==> config.mk <==
export PLATFORM = sky130hd
export DESIGN_NAME = seven_segment_scanner
export DESIGN_NICKNAME = d
export VERILOG_FILES = /design/src/rtl/seven_segment_scanner.sv
export SDC_FILE = /design/constraint.sdc
export NUM_CORES = 1
export LEC_CHECK = 0
export ABC_AREA = 1
export BUFFER_PORTS_ARGS = -buffer_cell sky130_fd_sc_hd__buf_2
export CAP_MARGIN = 20
export CORE_MARGIN = 3
export CORE_UTILIZATION = 45
export DETAILED_ROUTE_END_ITERATION = 10
export PLACE_DENSITY = 0.7
export RECOVER_POWER = 100
export SYNTH_ARGS = -nofsm -noshare
export SYNTH_HDL_FRONTEND = slang
export SYNTH_SLANG_ARGS = --single-unit
==> constraint.sdc <==
create_clock -name clock -period 2.6 [get_ports clock]
set_input_delay 0 -clock clock [delete_from_list [all_inputs] [get_ports clock]]
set_output_delay 0 -clock clock [all_outputs]
set_load 0.03 [all_outputs]
==> src/rtl/seven_segment_scanner.sv <==
// Time-multiplexed driver for a 3-digit common-anode seven-segment display.
// Latches one snapshot per frame and inserts an all-off gap before every digit.
module seven_segment_scanner #(
    parameter int REFRESH_DIV  = 50000,
    parameter int BLANK_CYCLES = 500
) (
    input  logic       clock,
    input  logic       reset,
    input  logic [3:0] ones,
    input  logic [3:0] tens,
    input  logic [3:0] hundreds,
    input  logic       blank_leading,
    output logic [6:0] seg,
    output logic [2:0] anode,
    output logic       frame_tick
);

    localparam int CNT_MAX = (REFRESH_DIV > BLANK_CYCLES) ? REFRESH_DIV : BLANK_CYCLES;
    localparam int CW      = (CNT_MAX > 1) ? $clog2(CNT_MAX) : 1;
    localparam logic [CW-1:0] GAP_LAST = CW'(BLANK_CYCLES - 1);
    localparam logic [CW-1:0] DRV_LAST = CW'(REFRESH_DIV - 1);

    typedef enum logic {
        PH_GAP   = 1'b0,
        PH_DRIVE = 1'b1
    } phase_t;

    phase_t        phase_q, phase_d;
    logic [1:0]    digit_q, digit_d;
    logic [CW-1:0] cnt_q,   cnt_d;
    logic [11:0]   snap_q,  snap_d;
    logic          blank_q, blank_d;
    logic [6:0]    seg_q,   seg_d;
    logic [2:0]    anode_q, anode_d;
    logic          tick_q,  tick_d;
    logic [9:0]    drive_d;

    function automatic logic [6:0] glyph(input logic [3:0] n);
        logic [6:0] g;
        case (n)
            4'd0:    g = 7'h40;
            4'd1:    g = 7'h79;
            4'd2:    g = 7'h24;
            4'd3:    g = 7'h30;
            4'd4:    g = 7'h19;
            4'd5:    g = 7'h12;
            4'd6:    g = 7'h02;
            4'd7:    g = 7'h78;
            4'd8:    g = 7'h00;
            4'd9:    g = 7'h10;
            default: g = 7'h3F;
        endcase
        return g;
    endfunction

    // Returns {anode, seg} for one digit slot; a blanked slot stays dark.
    function automatic logic [9:0] drive_word(input logic [11:0] snap,
                                              input logic        blank,
                                              input logic [1:0]  digit);
        logic [3:0] nib;
        logic [2:0] an;
        logic       dark;
        case (digit)
            2'd1:    begin nib = snap[7:4];  an = 3'b101; dark = blank && (snap[11:4] == 8'h00); end
            2'd2:    begin nib = snap[11:8]; an = 3'b011; dark = blank && (snap[11:8] == 4'h0);  end
            default: begin nib = snap[3:0];  an = 3'b110; dark = 1'b0;                           end
        endcase
        if (dark) begin
            return {3'b111, 7'h7F};
        end else begin
            return {an, glyph(nib)};
        end
    endfunction

    // Next-state and next-output logic for the scan sequencer.
    always_comb begin
        phase_d = phase_q;
        digit_d = digit_q;
        cnt_d   = cnt_q;
        snap_d  = snap_q;
        blank_d = blank_q;
        seg_d   = 7'h7F;
        anode_d = 3'b111;
        tick_d  = 1'b0;
        drive_d = {3'b111, 7'h7F};
        case (phase_q)
            PH_GAP: begin
                if (cnt_q == GAP_LAST) begin
                    phase_d = PH_DRIVE;
                    cnt_d   = '0;
                    if (digit_q == 2'd0) begin
                        snap_d  = {hundreds, tens, ones};
                        blank_d = blank_leading;
                        tick_d  = 1'b1;
                    end else begin
                        tick_d  = 1'b0;
                    end
                    drive_d = drive_word(snap_d, blank_d, digit_q);
                    anode_d = drive_d[9:7];
                    seg_d   = drive_d[6:0];
                end else begin
                    cnt_d = cnt_q + CW'(1);
                end
            end
            PH_DRIVE: begin
                if (cnt_q == DRV_LAST) begin
                    phase_d = PH_GAP;
                    cnt_d   = '0;
                    digit_d = (digit_q == 2'd2) ? 2'd0 : digit_q + 2'd1;
                end else begin
                    cnt_d   = cnt_q + CW'(1);
                    seg_d   = seg_q;
                    anode_d = anode_q;
                end
            end
            default: begin
                phase_d = PH_GAP;
                cnt_d   = '0;
                digit_d = 2'd0;
            end
        endcase
    end

    // State and output registers; reset wins over any coincident transition.
    always_ff @(posedge clock) begin
        if (reset) begin
            phase_q <= PH_GAP;
            digit_q <= 2'd0;
            cnt_q   <= '0;
            snap_q  <= 12'h000;
            blank_q <= 1'b0;
            seg_q   <= 7'h7F;
            anode_q <= 3'b111;
            tick_q  <= 1'b0;
        end else begin
            phase_q <= phase_d;
            digit_q <= digit_d;
            cnt_q   <= cnt_d;
            snap_q  <= snap_d;
            blank_q <= blank_d;
            seg_q   <= seg_d;
            anode_q <= anode_d;
            tick_q  <= tick_d;
        end
    end

    assign seg        = seg_q;
    assign anode      = anode_q;
    assign frame_tick = tick_q;

endmodule

==> flow_summary.ini, run 1 <==
[run_status]
status = complete, no violations

[setup_path]
crit_arrival_ns = 2.47
crit_required_ns = 2.80
crit_path_end_kind = register
cp_num_buf_inv = 3
criticalPathCategory = reg2reg
critical-path-top-delay-family = simple AND/OR/NAND/NOR gates
cpMaxStageDelayCell = dfxtp_1
start_kind = register
critPathMostFrequentCell = nand2_1
critical_path.max_fanout = 16
max_stage_delay_ns = 0.37
cp_cell_sequence = inv_1, ha_1, inv_2, nand2_1, nand3_1, nand3_1, nand2_1, inv_1, ha_1, nand3b_1, nand3_1, nand2_1, nand2_1, nand2_1

[clocking]
htreeDepth = 2
ctsResizeCount = 0
cts_tree = done
clock_path_buffers = 2
cts_sinks = 43
cts_root_buf = clkbuf_8
clkLatencyLatePin_ns = 0.30
cts_setup_buffers = 0
clk_pin_slew_ns = 0.09
cts-buffers-inserted = 5

[yosys]
async_reset_ff_share_pct = 0
syn_nets = 377
ys_warn_count = 0
synth_cell_types = 36
dominantRegCellSynth = dfxtp_1
yosysMostFrequentCell = nand2_1
yosysTopAreaCell = dfxtp_1
ys_ff_latch = 43
synthTopCellsByArea = dfxtp_1, nand2_1, nor2_1, ha_1, nand3_1
netlist_instances = 351
yosys-top-cells-count = nand2_1, nor2_1, dfxtp_1
synth.top_cell.area_share_pct = 34.69
yosysSeqAreaShare_pct = 34.69
synth-edff-count = 0
syn_avg_cell_area_um2 = 7.069
synth_area_um2 = 2481

[timing]
fin_ws_ns = 0.3325
setup_tns_ns = 0
max_freq_mhz = 441.0
final_max_slew_viol_count = 0
fin_crit_ns = 2.268
hold_viol_final = 0
worst_clock_skew_ns = 0.003978
tightest_slew_ns = 0.7193
maxSlewHeadroom_pct = 52.05
fin_crit_sh_pct = 87.21
rsz0062_at_grt = false
finalSetupViolCount = 0

[power]
ir_drop_mv = 0.2216
p_leak_uw = 0.001172
p_per_area_nw_per_um2 = 475.9

[floorplan]
io_pins = 26
start_util_pct = 47.67
die_y_um = 80.26
std_cell_rows = 26
core_um2 = 5205
die_x_um = 80.26
die_area_um2 = 6441

[routing]
final_antenna_net_count = 0
vias_per_cell = 4.953
num_vias = 2214
drt_iter0_drc = 194
drt-pass1-iter-count = 4
drc_errors = 0
wl_mm = 5.381
routedWlPerCell_um = 12.04

[place]
gp_congestion = 0.8087
portBuffers = 25
dp_hpwl_mm = 3.867
dp_slack_ns = 0.3568

[final_layout]
diodes = 0
drive_gt1_share_pct = 13.26
final.fill_count = 539
syn2layout_area_growth_pct = 9.128
multiInputGateArea_um2 = 1376
finalNetCount = 402
regArea_um2 = 860.8

[grt]
grt_overflow = 0
antenna_found_initial = 0
first_global_vias = 2153
grt_max_degree = 23
grt_pass1_wl_mm = 9.584
grt_usage_pct = 18.53

[job]
maxCapViolations = 0

[worst_hold_path]
hold_path.class = in2reg
## cell type report
type / instances / area share (%)
well taps: 70 / 3.235
inverters: 35 / 4.852
multi-input cells: 263 / 50.83
clock inverters: 3 / 1.617
flip-flops and latches: 43 / 31.79
clock buffers: 5 / 2.542
repair buffers: 28 / 5.129
## layer usage
layer / up-vias / wire length [um] / track usage [%]
met5: - / 0 / 0
met4: 0 / 61 / 5.236
met3: 6 / 228 / 5.045
met2: 35 / 2488 / 29.72
met1: 1018 / 2604 / 24.33
li1: 1155 / - / -
## power breakdown
part | internal, uW | leakage (uW) | switching [uW]
Clock | 286 | 0.0000581 | 248
Combinational | 34.9 | 0.000767 | 54.5
Sequential | 662 | 0.000347 | 2.82
## stage by stage
stage / total power [uW] / cell area, um^2 / hold slack (ns) / std cells / util, %
4_1_cts: 1297 / 2764 / 0.009590 / 447 / 53.10
3_3_place_gp: 765.6 / 2631 / 0.2708 / 437 / 50.55
3_5_place_dp: 767.0 / 2631 / 0.2777 / 437 / 50.55
5_1_grt: 1336 / 2708 / 0.02100 / 447 / 52.02
6_report: 1288 / 2708 / 0.01278 / 447 / 52.02
2_1_floorplan: 742.7 / 2481 / 0.1669 / 351 / -
## flip-flops by register name, indices dropped and copies added (netlist names), named ones only
register	count
phase_q	1
frame_tick	1
cnt_q	16
digit_q	2
blank_q	1
anode	3
seg	7
snap_q	11
## worst paths after layout
check,from,end,slack [ns],depth (start not counted)
worst max-delay path,digit_q[0]$_SDFFE_PP0P_,seg[6]$_SDFFE_PP1P_,0.33,14
worst min-delay path,reset,cnt_q[10]$_SDFF_PP0_,0.01,2
worst max register to register,digit_q[0]$_SDFFE_PP0P_,seg[6]$_SDFFE_PP1P_,0.33,14
worst min register to register,cnt_q[0]$_SDFF_PP0_,cnt_q[0]$_SDFF_PP0_,0.45,1
## placed cells by master, fill, tap and decap left out, types with 3 or more instances in the layout
cell	instances
inv_2	3
nor4_1	4
xor2_1	8
nor3_1	6
a21oi_1	8
nand2_1	102
inv_1	32
a211oi_1	3
nand2_2	12
nand3_2	3
clkbuf_1	11
clkbuf_8	5
xnor2_1	4
buf_2	14
nand4_1	5
nor2_1	46
o21ai_0	11
dfxtp_1	43
nand3_1	25
ha_1	11
## timing repair
item,CTS,global route
setup endpoints to repair,0,0
hold buffers,2,0
hold endpoints to repair,2,0
## kinds of logic (layout without fill, tap and decap cells)
kind of cell / Yosys count / in the layout / share of synthesized area (%)
AO/OA/AOI/OAI: 28 / 28 / 7.363
XOR/XNOR: 12 / 12 / 4.236
adder cells (fa/ha/maj): 11 / 11 / 5.547
buffers and inverters: 45 / 71 / 8.118
flip-flops: 43 / 43 / 34.70
AND/OR/NAND/NOR: 212 / 212 / 40.04
No activity file was read; power rests on OpenSTA's default activity.
==> inputs of run 2 (changes only) <==
--- a/config.mk
+++ b/config.mk
@@ -8,6 +8,7 @@
 export ABC_AREA = 1
 export BUFFER_PORTS_ARGS = -buffer_cell sky130_fd_sc_hd__buf_2
 export CAP_MARGIN = 20
+export CORE_ASPECT_RATIO = 1.25
 export CORE_MARGIN = 3
 export CORE_UTILIZATION = 45
 export DETAILED_ROUTE_END_ITERATION = 10
==> flow_summary.ini, run 2 (synthesis gave the netlist of run 1 again) <==
[setup_path]
critical-path-top-delay-family = simple AND/OR/NAND/NOR gates
worstReg2RegStart = digit_q[1]$_SDFFE_PP0P_
r2r-end = seg[6]$_SDFFE_PP1P_
cpMaxStageDelayCell = dfxtp_1
critPathMostFrequentCell = nand2_1
crit_arrival_ns = 2.41
start_kind = register
max_stage_delay_ns = 0.32
cp_cell_sequence = inv_1, ha_2, inv_2, o21ai_1, nand2_1, nand2_1, inv_1, ha_1, nand3b_1, nand3_1, nand2_1, nand2_1, nand2_1
ff2ff_setup_slack_ns = 0.38
cp_num_buf_inv = 3
reg2reg_depth = 13
crit_path_end_kind = register
crit_required_ns = 2.79
critical_path.max_fanout = 16
criticalPathCategory = reg2reg

[timing]
rsz0062_at_grt = false
fin_crit_sh_pct = 85.28
final_max_slew_viol_count = 0
setup_tns_ns = 0
maxSlewHeadroom_pct = 61.56
hold_viol_final = 0
fin_crit_ns = 2.217
finalSetupViolCount = 0
tightest_slew_ns = 0.5752
worst_clock_skew_ns = 0.008432
holdWs_ns = 0.07472
max_freq_mhz = 451.0

[floorplan]
die_x_um = 72.42
io_pins = 26
std_cell_rows = 29
start_util_pct = 47.82
core_um2 = 5189
die_area_um2 = 6446
die_y_um = 89.02

[final_layout]
mostFrequentLayoutCells = nand2_1, nor2_1, dfxtp_1
fin_util_pct = 52.06
drive_gt1_share_pct = 13.98
syn2layout_area_growth_pct = 8.875
finalNetCount = 404
multiInputGateArea_um2 = 1390
final.fill_count = 532
largest-register = cnt_q
largest_register_ff_count = 16
diodes = 0
design_area_um2 = 2701
regArea_um2 = 860.8
final_common_cell = nand2_1

[grt]
antenna_found_initial = 0
grt_pass1_wl_mm = 9.266
grt_overflow = 0
first_global_vias = 2147
grt_usage_pct = 18.22
grt_max_degree = 22

[clocking]
cts-buffers-inserted = 5
clock_path_buffers = 2
cts_root_buf = clkbuf_8
htreeDepth = 2
clk_pin_slew_ns = 0.08
cts_sinks = 43
cts_tree = done
clkLatencyLatePin_ns = 0.30

[routing]
drt-pass1-iter-count = 4
vias_per_cell = 4.991
num_vias = 2201
drc_errors = 0
final_antenna_net_count = 0
drt_iter0_drc = 114
wl_mm = 5.262
routedWlPerCell_um = 11.93

[run_status]
status = complete, no violations

[place]
portBuffers = 25
placed_cell_area_um2 = 2629
dp_hpwl_mm = 3.900
gp_congestion = 0.9068

[worst_hold_path]
worstHoldStart = blank_leading
hold_path.class = in2reg
hold_depth = 5
hold_path_end = blank_q$_SDFFE_PP0P_

[power]
p_leak_uw = 0.001169
ir_drop_mv = 0.1942
p_per_area_nw_per_um2 = 433.4
p_total_uw = 1171

[job]
maxCapViolations = 0
-- run 2: power by group --
group	internal [uW]	switching, uW	total (uW)
registers	662	2.47	664
logic	36.4	54.7	91.1
clock network	188	228	415
total	886	285	1170
-- run 2: per-stage QoR --
step	cells	setup slack (ns)
after floorplan	351	0.5086
after global routing	441	0.08783
after detailed placement	430	0.3067
after global placement	430	0.3537
after CTS	441	0.2710
final	441	0.3828
-- run 2: tightest hold or removal path, delay by kind of cell --
family,cells,cell delay (ns)
AO/OA/AOI/OAI,1,0.06
buffers and inverters,2,0.14
AND/OR/NAND/NOR,2,0.12
-- run 2: routing by layer --
metal	GRT usage [%]	part of all wire, %	vias to the layer above
li1	-	-	1162
met2	32.89	51	37
met3	4.274	3.6	7
met5	0	0	-
met4	7.718	1.5	0
met1	20.45	44	995
-- run 2: layout make-up --
cell class / count / area share (%)
clock buffer: 6 / 2.686
clock inverter: 2 / 0.4632
inverter: 35 / 4.863
multi-input combinational: 263 / 51.46
sequential: 43 / 31.87
tap: 62 / 2.872
timing repair buffer: 30 / 5.790
-- run 2: what timing repair did --
item / CTS / global route
gates resized for setup: 0 / 1
hold buffers: 3 / 0
setup buffers: 0 / 0
endpoints found under the hold margin: 3 / 0
setup endpoints to repair: 0 / 1
-- run 2: worst max-delay path by stage --
stage	start	to	cells after the start
after detailed placement	digit_q[1]$_SDFFE_PP0P_	seg[6]$_SDFFE_PP1P_	13
after CTS	digit_q[1]$_SDFFE_PP0P_	seg[6]$_SDFFE_PP1P_	13
final	digit_q[1]$_SDFFE_PP0P_	seg[6]$_SDFFE_PP1P_	13
after floorplan	digit_q[0]$_SDFFE_PP0P_	seg[6]$_SDFFE_PP1P_	14
after global routing	digit_q[1]$_SDFFE_PP0P_	seg[6]$_SDFFE_PP1P_	13
after global placement	digit_q[1]$_SDFFE_PP0P_	seg[5]$_SDFFE_PP1P_	14
